**src/rtl/bus_xfer_ctrl.sv**
```systemverilog
// bus_xfer_ctrl: microsequencer that moves one word between bus-attached
// registers, or loads an immediate, over the shared data bus.
// It drives the per-register cs/we/oe strobes so the bus has at most one
// driver at any time.
//
// Request handshake: a request is taken on a rising clk edge where
// req_valid and req_ready are both high. req_ready is high only while
// idle. Once taken, req_src/req_dst/req_imm are captured and the request
// inputs are ignored until the controller is idle again.
//
// Optional feature: define XFER_STATS_EN to add the saturating xfer_count
// output and the stats_clr input.
// state_dbg exposes the FSM state for checkers.

`ifndef DATA_WIDTH
`define DATA_WIDTH 8
`endif

module bus_xfer_ctrl #(
    parameter int DATA_WIDTH = `DATA_WIDTH,
    parameter int N_REGS     = 4,
    parameter int SEL_W      = 3
) (
    input  logic                  clk,
    input  logic                  reset,
    input  logic                  req_valid,
    output logic                  req_ready,
    input  logic [SEL_W-1:0]      req_src,
    input  logic [SEL_W-1:0]      req_dst,
    input  logic [DATA_WIDTH-1:0] req_imm,
    output logic [N_REGS-1:0]     cs,
    output logic [N_REGS-1:0]     we,
    output logic [N_REGS-1:0]     oe,
    output logic [DATA_WIDTH-1:0] bus_out,
    output logic                  bus_oe,
    output logic                  busy,
    output logic                  done,
    output logic                  err,
`ifdef XFER_STATS_EN
    output logic [15:0]           xfer_count,
    input  logic                  stats_clr,
`endif
    output logic [1:0]            state_dbg
);

    typedef enum logic [1:0] {
        S_IDLE  = 2'd0,
        S_DRIVE = 2'd1,
        S_WRITE = 2'd2,
        S_DONE  = 2'd3
    } state_t;

    state_t           state;
    logic [SEL_W-1:0] dst_q;
    logic             req_bad;

    // Index to one-hot register select; the immediate index maps to no register.
    function automatic logic [N_REGS-1:0] sel_onehot(input logic [SEL_W-1:0] idx);
        logic [N_REGS-1:0] v;
        v = '0;
        for (int i = 0; i < N_REGS; i++) begin
            if (idx == SEL_W'(i)) v[i] = 1'b1;
        end
        return v;
    endfunction

    // Illegal request: self-move, nonexistent destination or out-of-range source.
    always_comb begin
        req_bad = (req_src == req_dst) ||
                  (req_dst >= SEL_W'(N_REGS)) ||
                  (req_src >  SEL_W'(N_REGS));
    end

    assign state_dbg = state;

    // Transfer sequencer; every output is a register set on the edge entering its phase.
    always_ff @(posedge clk or negedge reset) begin
        if (!reset) begin
            state     <= S_IDLE;
            dst_q     <= '0;
            cs        <= '0;
            we        <= '0;
            oe        <= '0;
            bus_out   <= '0;
            bus_oe    <= 1'b0;
            busy      <= 1'b0;
            done      <= 1'b0;
            err       <= 1'b0;
            req_ready <= 1'b0;
        end else begin
            done <= 1'b0;
            err  <= 1'b0;
            case (state)
                S_IDLE: begin
                    req_ready <= 1'b1;
                    if (req_valid && req_ready) begin
                        dst_q     <= req_dst;
                        req_ready <= 1'b0;
                        busy      <= 1'b1;
                        if (req_bad) begin
                            state <= S_DONE;
                            done  <= 1'b1;
                            err   <= 1'b1;
                        end else begin
                            state <= S_DRIVE;
                            if (req_src == SEL_W'(N_REGS)) begin
                                bus_oe  <= 1'b1;
                                bus_out <= req_imm;
                            end else begin
                                cs <= sel_onehot(req_src);
                                oe <= sel_onehot(req_src);
                            end
                        end
                    end
                end
                S_DRIVE: begin
                    // Source has had a full cycle to settle; open the destination.
                    state <= S_WRITE;
                    cs    <= cs | sel_onehot(dst_q);
                    we    <= sel_onehot(dst_q);
                end
                S_WRITE: begin
                    state   <= S_DONE;
                    cs      <= '0;
                    we      <= '0;
                    oe      <= '0;
                    bus_oe  <= 1'b0;
                    bus_out <= '0;
                    done    <= 1'b1;
                end
                default: begin
                    state     <= S_IDLE;
                    busy      <= 1'b0;
                    req_ready <= 1'b1;
                end
            endcase
        end
    end

`ifdef XFER_STATS_EN
    // Saturating count of legal completed transfers; clear wins over increment.
    always_ff @(posedge clk or negedge reset) begin
        if (!reset) begin
            xfer_count <= '0;
        end else if (stats_clr) begin
            xfer_count <= '0;
        end else if (state == S_DONE && !err && xfer_count != 16'hFFFF) begin
            xfer_count <= xfer_count + 16'd1;
        end
    end
`endif

endmodule

```
**config.mk**
```make
export PLATFORM = sky130hd
export DESIGN_NAME = bus_xfer_ctrl
export DESIGN_NICKNAME = d
export VERILOG_FILES = /design/src/rtl/bus_xfer_ctrl.sv
export SDC_FILE = /design/constraint.sdc
export NUM_CORES = 1
export LEC_CHECK = 0
export CAP_MARGIN = 5
export CORE_ASPECT_RATIO = 1.4
export CORE_MARGIN = 3
export CORE_UTILIZATION = 47
export DETAILED_ROUTE_END_ITERATION = 10
export PLACE_DENSITY = 0.77
export SETUP_SLACK_MARGIN = 0.3
export SYNTH_ARGS = -nofsm -noshare
export SYNTH_HDL_FRONTEND = slang
export SYNTH_SLANG_ARGS = --single-unit
export TNS_END_PERCENT = 30
```
**constraint.sdc**
```tcl
create_clock -name clk -period 2.1 [get_ports clk]
set_input_delay 0.21 -clock clk [delete_from_list [all_inputs] [get_ports clk]]
set_output_delay 0.21 -clock clk [all_outputs]
set_load 0.02 [all_outputs]
```
Yosys cells after proc, flatten, opt, wreduce, memory -nomap -nowiden
Index checks and enable logic that the tools add are counted.

storage, ports and cells
  bits in registers = 30
  input bits = 17
  output and inout bits = 27
  word-level logic and storage cells = 81

cells by class
  $lt $le $gt $ge = 2
  equality and inequality tests = 14
  mux-type cells = 37
  bitwise operators = 2
  reductions and logical operators = 15

operators with widths
  operator            number
  $mux 8              3
  $mux 1              20
  $pmux 4 s2          2
  $pmux 8 s2          1
  $eq 3x2->1 const B  4
  $mux 4              3
  $pmux 4 s3          1
  $reduce_and 4->1    3
  $ne 2x2->1 const B  4
  $pmux 1 s2          4
  $eq 3x1->1 const B  2
  $logic_not 3->1     2
  $pmux 2 s3          1
  $mux 2              2
  $or 4x4->4          1
  $reduce_and 2->1    2
  $reduce_bool 2->1   2
  $eq 3x3->1          1
  $eq 3x3->1 const B  1
  $ge 3x3->1 const B  1
  $gt 3x3->1 const B  1
  $reduce_bool 3->1   1
  $eq 2x1->1 const B  1
  $eq 2x2->1 const B  1
  5 further kinds     6

Logic depth before layout (Yosys ltp)
  depth after elaboration = 6
  mapped depth = 9
  mapped depth without buffers = 6

Least setup slack after synthesis
No wires, ideal clock.

  path type = register -> register
  from = reg state[0], in the netlist state_dbg[0]
  to = reg oe[0]
  setup time = 0.125 ns
  data arrival time = 1.816 ns
  setup slack = 0.158 ns
  cell stages (with the launch flop) = 8
  path buffers = 1
  clock period less this slack = 1.942 ns
  cell sequence = dfrtp_1 > inv_1 > ha_1 > buf_4 > nand4b_1 > a311o_4 > nor2b_4 > mux2_4

between the ends
  longest elaborated chain between the ends = 3
  elaborated cells on any way between the ends = 8
  classes of those cells = 4 x eq/ne; 1 x mux; 3 x reduce/logical

ends and longest elaborated chain
  element                                                                  RTL line  text
  start, declared                                                          53        state_t state;
  start signal, assigned                                                   79        state <= S_IDLE;
  start signal, assigned                                                   101       state <= S_DONE;
  start signal, assigned                                                   105       state <= S_DRIVE;
  $eq 2x2->1 / $logic_not 2->1 (equally long branches)                     93        case (state)
  $reduce_bool 2->1 (no source line) / $ne 2x2->1 (equally long branches)  -
  $reduce_and 4->1 (no source line)                                        -
  end signal, assigned                                                     111       oe <= sel_onehot(req_src);
  end, declared                                                            33        output logic [N_REGS-1:0] oe,

Several ways; a longest one is shown, not always the timed one.
A chain may end at the register's enable or synchronous reset.

Worst setup path after layout
  from = reg state[0], in the netlist state_dbg[0]
  to = reg cs[0]

between the ends
  longest elaborated chain between the ends = 3
  elaborated cells on any way between the ends = 9
  classes of those cells = 5 x eq/ne; 1 x mux; 3 x reduce/logical

ends and longest elaborated chain
  element                                                                  RTL line  text
  $eq 2x1->1, or another cell as far along                                 93
  $reduce_bool 3->1 (no source line) / $ne 2x2->1 (equally long branches)  -
  $reduce_and 4->1 (no source line)                                        -
  end signal, assigned                                                     110       cs <= sel_onehot(req_src);
  end signal, assigned                                                     119       cs <= cs | sel_onehot(dst_q);
  end, declared                                                            31        output logic [N_REGS-1:0] cs,

Several ways; a longest one is shown, not always the timed one.

==> results.ini <==
[global_routing]
grt_pass1_wl_mm=5.63
overflow=0
grt_max_degree=31
grt_usage_pct=19.3
grt_pass1_vias=1282
antenna_found_initial=0

[timing]
finalClockSkew_ns=0.00997
worst_slew_margin_rel_pct=71.6
finalSetupViolCount=0
tightest_slew_ns=0.420
drv_slew=0
max_freq_mhz=582
fin_crit_sh_pct=81.8
hold_violations=0
rsz0062_at_grt=false
hold-worst-slack_ns=0.324
fin_crit_ns=1.72
tns_ns=0

[clock_tree]
htree_levels=2
cts_sinks=30
clk_latency_ns=0.28
clk_transition_reported_paths_ns=0.06
cts_buffers=5
clk_path_buf_depth=2
cts_tree=yes
clock-root-buffer=clkbuf_8

[worst_setup_path]
path_class=reg2reg
crit_family=compound AO/OA/AOI/OAI gates
cpPeakStageDelay_ns=0.41
timing.rr.start=state_dbg[0]$_DFFE_PN0N_
critPathSlowestCell=dfrtp_2
path_buf_inv=1
arrival_ns=1.87
critPathMaxFanout=5
end_kind=register
crit_path_start=state_dbg[0]$_DFFE_PN0N_
crit_path_start_kind=register
required_ns=2.26
path_cells=inv_2, ha_4, nand4b_1, a311o_4, a22o_1, o22a_1

[cells_and_area]
nFillCells=229
diodes=0
syn2layout_area_growth_pct=39.7
drive_above_1_share_pct=15.1
final_nets=219
multiInputGateArea_sq_um=698
seqCellArea_sq_um=753

[floorplan]
core_area_sq_um=2990
pin_count=44
die_x_um=54.1
dieArea_sq_um=3970
rows=23
initial_utilization_pct=51.0
chipHeight_um=73.4

[pwr]
internal_power_mw=1.89
leakagePower_nw=0.974
vdd_drop_max_mv=1.06
power_density_nw_per_um2=1450
pwr-share-seq_pct=30.1
power.switching_mw=1.20
p_comb_share_pct=55.2
p_sw_share_pct=38.8
clkPwrFrac_pct=14.7

[drt]
drt_iter0_drc=21
drt_wl_total_mm=3.28
vias=1241
ant_nets=0
drt_drc_violations_left=0
drt-wirelength-per-cell_um=13.9
first_pass_iters=4
via_per_inst=5.26

[logic_synthesis]
synthTopCellsByArea=dfrtp_1, nand2b_1, o21ai_0
yosysTopAreaCellShare_pct=49.2
synth_cell_types=37
syn_area_sq_um=1530
yosys_warnings=0
synthCells=149
synth_largest_area_cell=dfrtp_1
syn_area_per_cell_sq_um=10.2
ys_seq_area_share_pct=49.2
ys_ff_latch=30
postSynthNetCount=170

[placed_design]
hpwlAfterDp_mm=2.38
globalplace.congestion=0.840
port_buffers=43

[min_path]
hold_path.class=in2async

[run]
drv_cap=0

[status]
status=completed

layer usage:
layer,track usage (%),vias up,wire (um),share of wire (%)
met4,7.76,0,56,1.7
met3,5.48,6,228,7.0
met2,32.8,45,1660,51
met5,0,-,0,0
met1,22.3,579,1330,41
li1,-,611,-,-
Yosys cell counts, drive strengths merged:
| cell type | count |
|---|---|
| a22o | 2 |
| mux2i | 2 |
| nor2b | 2 |
| a211o | 1 |
| nand4b | 1 |
| o21ai | 15 |
| xnor2 | 1 |
| mux2 | 5 |
| nor4 | 5 |
| o21ba | 1 |
| nand2b | 13 |
| nand2 | 11 |
| or2b | 1 |
| nor4bb | 1 |
| buf | 6 |
| o22a | 5 |
| clkbuf | 5 |
| nand3 | 4 |
| inv | 10 |
| dfrtp | 30 |
| and3 | 1 |
| nor4b | 2 |
| ha | 4 |
| or3b | 1 |
| a21oi | 9 |
| a31oi | 1 |
| o311ai | 1 |
| a311o | 1 |
| and2b | 1 |
| a21o | 2 |
| nor2 | 5 |
path summary, 6_finish.rpt:
kind,endpoint,slack [ns],cells after the start
worst max register to register,cs[0]$_DFFE_PN0P_,0.38,6
worst min-delay path,busy$_DFFE_PN0P_,0.32,2
worst max-delay path,cs[0]$_DFFE_PN0P_,0.38,6
max in group asynchronous,state_dbg[1]$_DFFE_PN0N_,1.49,2
worst min register to register,bus_out[1]$_DFFE_PN0P_,0.48,2
min in group clk,bus_out[1]$_DFFE_PN0P_,0.48,2
flip-flops by register name (all words and copies together) (netlist names):
name,cells
bus_out,8
cs,4
oe,4
we,4
dst_q,3
state_dbg,2
bus_oe,1
busy,1
done,1
err,1
req_ready,1
power groups by stage:
stage | Clock, mW | Sequential, mW | Combinational [mW]
CTS | 0.474 | 0.928 | 1.70
finish | 0.454 | 0.929 | 1.70
detailed placement | 0 | 0.951 | 1.64
global placement | 0 | 0.940 | 1.60
floorplan | 0 | 1.15 | 0.835
global route | 0.499 | 0.953 | 1.88
timing repair:
item                                    4_1_cts  5_1_grt
hold buffers                                  0        0
pin swaps                                     4        1
buffers inserted                              5        0
gates resized for setup                       0        1
endpoints found under the setup margin        4       15
per-stage QoR:
stage	total power, mW	cell area (sq um)	instances	setup WS, ns	util, %
finish	3.09	2130	236	0.383	71.2
global route	3.33	2130	236	0.318	71.2
CTS	3.10	2120	236	0.326	71.0
detailed placement	2.59	2000	223	0.157	66.7
global placement	2.54	2000	223	0.204	66.7
floorplan	1.99	1540	149	0.271	-
logic make-up after synthesis:
family                   Yosys count  synth area share [%]
multiplexers                       7                  5.50
AND/OR/NAND/NOR                   48                  18.8
XOR/XNOR                           1                 0.574
AO/OA/AOI/OAI                     38                  16.4
adder cells (fa/ha/maj)            4                  3.28
flip-flops                        30                  49.2
buffers and inverters             21                  6.24
final cells by class:
class	instances	area share, %
clock buffer	8	4.23
inverter	10	1.76
multi-input combinational	98	32.8
sequential	30	35.3
tap	37	2.17
timing repair buffer	53	23.7
cells in the final DEF, fill, tap and decap left out, drive strengths merged, types with 5 or more instances in the layout:
master,instances
mux2,5
nand2,11
o21ai,15
dfrtp,30
inv,10
o22a,5
buf,10
clkdlybuf4s50,43
nor4,5
clkbuf,8
nor2,5
nand2b,13
a21oi,9
No activity file was read; power rests on OpenSTA's default activity.
